==> config.mk <==
export PLATFORM = sky130hd
export DESIGN_NAME = mult_seq_hs
export DESIGN_NICKNAME = d
export VERILOG_FILES = /design/src/rtl/mult_seq_hs.sv
export SDC_FILE = /design/constraint.sdc
export NUM_CORES = 1
export LEC_CHECK = 0
export CORE_MARGIN = 2
export CORE_UTILIZATION = 60
export CTS_BUF_LIST = sky130_fd_sc_hd__clkbuf_8 sky130_fd_sc_hd__clkbuf_16
export CTS_CLUSTER_SIZE = 40
export DETAILED_ROUTE_END_ITERATION = 6
export PLACE_DENSITY = 0.85
export SLEW_MARGIN = 20
export SYNTH_ARGS = -nofsm -noshare
export SYNTH_HDL_FRONTEND = slang
export SYNTH_SLANG_ARGS = --single-unit
==> constraint.sdc <==
create_clock -name clk -period 4.2 [get_ports clk]
set_clock_uncertainty 0.1 [all_clocks]
set_input_delay 1.26 -clock clk [delete_from_list [all_inputs] [get_ports clk]]
set_output_delay 1.26 -clock clk [all_outputs]
set_load 0.1 [all_outputs]
==> src/rtl/mult_seq_hs.sv <==
// Iterative shift-add multiplier with start/done handshake: one partial product per clock.
// Define MULT_SIGNED_EN to compile in two's-complement operation selected by sgn.
module mult_seq_hs #(
    parameter int WIDTH = 8
) (
    input  logic                 clk,
    input  logic                 rst,
    input  logic                 start,
    input  logic                 sgn,
    input  logic [WIDTH-1:0]     dA,
    input  logic [WIDTH-1:0]     dB,
    output logic [2*WIDTH-1:0]   a_mult_b,
    output logic                 busy,
    output logic                 done
);

    localparam int CW = $clog2(WIDTH + 1);

    typedef enum logic [1:0] {
        IDLE = 2'd0,
        RUN  = 2'd1,
        DONE = 2'd2
    } state_t;

    state_t               state_q;
    logic [2*WIDTH-1:0]   mcand_q;
    logic [WIDTH-1:0]     mplier_q;
    logic [2*WIDTH-1:0]   acc_q;
    logic [CW-1:0]        cnt_q;
    logic                 neg_q;

    logic [WIDTH-1:0]     mag_a_d;
    logic [WIDTH-1:0]     mag_b_d;
    logic                 neg_d;
    logic [2*WIDTH-1:0]   acc_d;
    logic [2*WIDTH-1:0]   prod_d;

`ifdef MULT_SIGNED_EN
    // The most negative value maps to 2^(WIDTH-1), which still fits unsigned in WIDTH bits.
    always_comb begin
        mag_a_d = (sgn && dA[WIDTH-1]) ? (-dA) : dA;
        mag_b_d = (sgn && dB[WIDTH-1]) ? (-dB) : dB;
        neg_d   = sgn & (dA[WIDTH-1] ^ dB[WIDTH-1]);
    end
`else
    logic unused_sgn;
    assign unused_sgn = sgn;
    always_comb begin
        mag_a_d = dA;
        mag_b_d = dB;
        neg_d   = 1'b0;
    end
`endif

    // mcand_q is pre-shifted each cycle, so it always carries the current iteration's weight.
    always_comb begin
        acc_d  = acc_q + (mplier_q[0] ? mcand_q : '0);
        prod_d = neg_q ? (-acc_d) : acc_d;
    end

    always_ff @(posedge clk) begin
        if (rst) begin
            state_q  <= IDLE;
            mcand_q  <= '0;
            mplier_q <= '0;
            acc_q    <= '0;
            cnt_q    <= '0;
            neg_q    <= 1'b0;
            a_mult_b <= '0;
            busy     <= 1'b0;
            done     <= 1'b0;
        end else begin
            done <= 1'b0;
            case (state_q)
                IDLE, DONE: begin
                    if (start) begin
                        state_q  <= RUN;
                        mcand_q  <= {{WIDTH{1'b0}}, mag_a_d};
                        mplier_q <= mag_b_d;
                        acc_q    <= '0;
                        cnt_q    <= CW'(WIDTH);
                        neg_q    <= neg_d;
                        busy     <= 1'b1;
                    end else begin
                        state_q <= IDLE;
                    end
                end
                RUN: begin
                    acc_q    <= acc_d;
                    mcand_q  <= mcand_q << 1;
                    mplier_q <= mplier_q >> 1;
                    cnt_q    <= cnt_q - 1'b1;
                    if (cnt_q == CW'(1)) begin
                        state_q  <= DONE;
                        a_mult_b <= prod_d;
                        busy     <= 1'b0;
                        done     <= 1'b1;
                    end
                end
                default: begin
                    state_q <= IDLE;
                    busy    <= 1'b0;
                end
            endcase
        end
    end

endmodule
==> insert_results.sql <==
INSERT INTO impl_metrics (metric_group, metric, value, unit) VALUES
('finish', 'finish.net_count', '454', ''),
('clocking', 'clockRootBuffer', 'clkbuf_8', ''),
('floorplan', 'fp-row-count', '26', ''),
('setup_path', 'critical_path_buf_inv_count', '1', ''),
('sta', 'fmaxAchievable', '315', 'MHz'),
('route', 'first_pass_iters', '5', ''),
('route', 'initialDrtViolationCount', '255', ''),
('route', 'vias_per_cell', '6.07', ''),
('setup_path', 'cp_max_fo', '2', ''),
('logic_synthesis', 'post_synth_main_area_contributors', 'dfxtp_1 (40%), ha_1 (6.6%), nor2_1 (5.8%), a21oi_1 (4.5%), a22oi_1 (3.9%)', ''),
('floorplan', 'chipHeight', '77.5', 'um'),
('sta', 'final-max-slew-violation-count', '0', ''),
('logic_synthesis', 'synth_flop_type', 'dfxtp_1', ''),
('logic_synthesis', 'number_of_flip_flops_and_latches_in_the_synthesized_netlist', '64', ''),
('finish', 'syn_to_final_growth', '17.6', '%'),
('logic_synthesis', 'synth.mux.area_fraction', '0', '%'),
('power', 'power_leakage', '1.48', 'nW'),
('floorplan', 'die_width', '77.5', 'um'),
('logic_synthesis', 'synth.largest_area_cell', 'dfxtp_1', ''),
('sta', 'finalSetupViolations', '0', ''),
('sta', 'setup_tns', '0', 'ns'),
('logic_synthesis', 'synth_top_family_by_area', 'compound AO/OA/AOI/OAI gates', ''),
('power', 'internal-power', '950', 'uW'),
('grt', 'grt_first_pass_wirelength', '12300', 'um'),
('setup_path', 'cp_data_arrival_time', '1.82', 'ns'),
('outcome', 'outcome', 'finished clean', ''),
('logic_synthesis', 'post-synth-top-area-fraction', '39.5', '%'),
('route', 'drc_errors', '0', ''),
('power', 'p_sw_share', '26.9', '%'),
('place', 'dp_hpwl', '5230', 'um'),
('route', 'detail_route.wl_per_cell', '15.4', 'um'),
('floorplan', 'top_level_ports', '38', ''),
('finish', 'insertedDiodeCount', '0', ''),
('route', 'detail_route.wirelength', '7540', 'um'),
('setup_path', 'worst_path_max_delay_cell', 'clkdlybuf4s50_1', ''),
('setup_path', 'critPathMaxStageDelay', '1.13', 'ns'),
('finish', 'design_area', '0.00381', 'mm2'),
('setup_path', 'critPathTopFamily', 'buffers and inverters', ''),
('power', 'combinationalPowerShare', '12.1', '%'),
('logic_synthesis', 'synth-compound-area-share', '23.8', '%'),
('sta', 'max_slew.worst_pin.slew', '0.985', 'ns'),
('clocking', 'clock_path_buffers', '2', ''),
('sta', 'finalHoldViolations', '0', ''),
('logic_synthesis', 'yosys.area_share.xor_xnor', '2.43', '%'),
('clocking', 'resized_after_cts', '0', ''),
('logic_synthesis', 'yosys_warnings', '0', ''),
('clocking', 'htree_num_levels', '3', ''),
('logic_synthesis', 'synth_enable_flop_cells', '0', ''),
('setup_path', 'worst_setup_path_end_kind', 'output port', ''),
('route', 'final_antenna_net_count', '0', ''),
('logic_synthesis', 'post_synth_fa_ha_maj_area_fraction', '7.18', '%'),
('clocking', 'postCtsHoldBufs', '0', ''),
('place', 'port_buffers', '36', ''),
('clocking', 'worst_skew_pair_later_pin_latency', '0.35', 'ns'),
('power', 'peakVddDrop', '272', 'uV'),
('sta', 'grt_setup_unrepaired', 'no', ''),
('route', 'via_count', '2975', ''),
('grt', 'first_global_vias', '2624', ''),
('clocking', 'cts_tree', 'yes', ''),
('logic_synthesis', 'number_of_distinct_library_cells_after_synthesis', '54', ''),
('logic_synthesis', 'ys_seq_area_share', '39.5', '%'),
('power', 'p_switching', '350', 'uW'),
('clocking', 'clock_sinks', '64', ''),
('finish', 'drive_above_1_share', '7.38', '%'),
('clocking', 'clkTransAtPathRegs', '0.07', 'ns'),
('power', 'p_per_area', '341', 'mW/mm2'),
('sta', 'period_share', '75.6', '%'),
('finish', 'filler_cell_count', '377', ''),
('floorplan', 'die_area', '0.00601', 'mm2'),
('grt', 'grt_max_degree', '35', ''),
('job', 'maxCapViolations', '0', '');
==> layout make-up <==
cell class	count	area, um2	area share (%)
multi-input cells	295	1850	48.5
inverters	5	18.8	0.492
repair buffers	41	393	10.3
well taps	70	87.6	2.30
flip-flops and latches	64	1280	33.6
clock buffers	12	165	4.33
clock inverters	3	17.5	0.459
==> metal layers <==
metal / wire [um] / vias to the layer above / global-route usage (%)
li1: - / 1468 / -
met1: 3430 / 1392 / 34.7
met2: 3480 / 90 / 39.2
met3: 421 / 25 / 5.58
met4: 204 / 0 / 12.0
met5: 0 / - / 0
==> cell usage in the layout (no fill, tap or decap), drive strengths merged, types with 3 or more instances in the layout <==
master and n:
o22ai 14, dfxtp 64, nor3 21, xor2 6
o31ai 6, nand2b 3, a21o 6, buf 6
ha 17, and2 15, nor3b 5, nor2 50
clkbuf 12, o21ai 12, nor2b 3, o21a 5
inv 6, nand3b 3, a22oi 17, xnor2 3
a211o 5, a21oi 29, nand4 4, a221oi 3
clkdlybuf4s50 35, nand3 6, nand2 35
==> state kept, by name (all words and copies together), names as in the netlist <==
name and count:
busy 1, cnt_q 4, a_mult_b 16, acc_q 16, mplier_q 8, state_q 2, mcand_q 16, done 1
==> synth_stat cells, types with 2 or more instances <==
| library cell | number |
|---|---|
| dfxtp_1 | 64 |
| nor2_1 | 50 |
| nand2_1 | 34 |
| a21oi_1 | 29 |
| nor3_1 | 21 |
| clkbuf_1 | 20 |
| a22oi_1 | 17 |
| ha_1 | 17 |
| and2_1 | 15 |
| o22ai_1 | 14 |
| o21ai_0 | 12 |
| a21o_1 | 6 |
| nand3_1 | 6 |
| o31ai_1 | 6 |
| xor2_1 | 6 |
| inv_1 | 5 |
| nor3b_1 | 5 |
| o21a_1 | 5 |
| a211o_1 | 4 |
| nand4_1 | 4 |
| nand2b_1 | 3 |
| nand3b_1 | 3 |
| nor2b_1 | 3 |
| xnor2_1 | 3 |
| a211oi_1 | 2 |
| a32oi_1 | 2 |
| and4_1 | 2 |
| buf_1 | 2 |
| buf_2 | 2 |
| nor4_1 | 2 |
==> through the flow <==
stage | total power [mW] | hold WS (ns) | setup WS, ns | instances | utilization (%)
after floorplan | 0.771 | 0.332 | 1.63 | 388 | -
after global placement | 0.816 | 0.339 | 1.09 | 475 | 70.2
after detailed placement | 0.820 | 0.346 | 1.02 | 475 | 70.2
after CTS | 1.30 | 0.355 | 1.01 | 490 | 73.7
after global routing | 1.35 | 0.393 | 0.979 | 490 | 73.7
final | 1.30 | 0.356 | 1.02 | 490 | 73.7
==> power by group through the flow <==
stage | sequential [mW] | combinational (mW) | clock, mW
2_1_floorplan | 0.671 | 0.0998 | 0
3_3_place_gp | 0.664 | 0.152 | 0
3_5_place_dp | 0.665 | 0.155 | 0
4_1_cts | 0.652 | 0.156 | 0.495
5_1_grt | 0.655 | 0.172 | 0.518
6_report | 0.652 | 0.157 | 0.490
==> cells by family (layout without fill, tap and decap cells) <==
group	Yosys count	count (layout)
AOI/OAI and AO/OA	111	111
xor gates and xnor gates	9	9
adders and majority gates	18	18
buffers and inverters	29	61
DFF	64	64
and+or+nand+nor	157	157
==> worst paths after layout <==
check / startpoint / slack, ns / end / cells past startpoint
setup / recovery: a_mult_b[5] / 1.02 / a_mult_b[5] / 1
hold / removal: a_mult_b[0] / 0.36 / a_mult_b[0] / 2
setup reg to reg: mplier_q[0] / 1.34 / a_mult_b[14] / 8
hold reg to reg: a_mult_b[0] / 0.36 / a_mult_b[0] / 2
No activity file was read; power rests on OpenSTA's default activity.
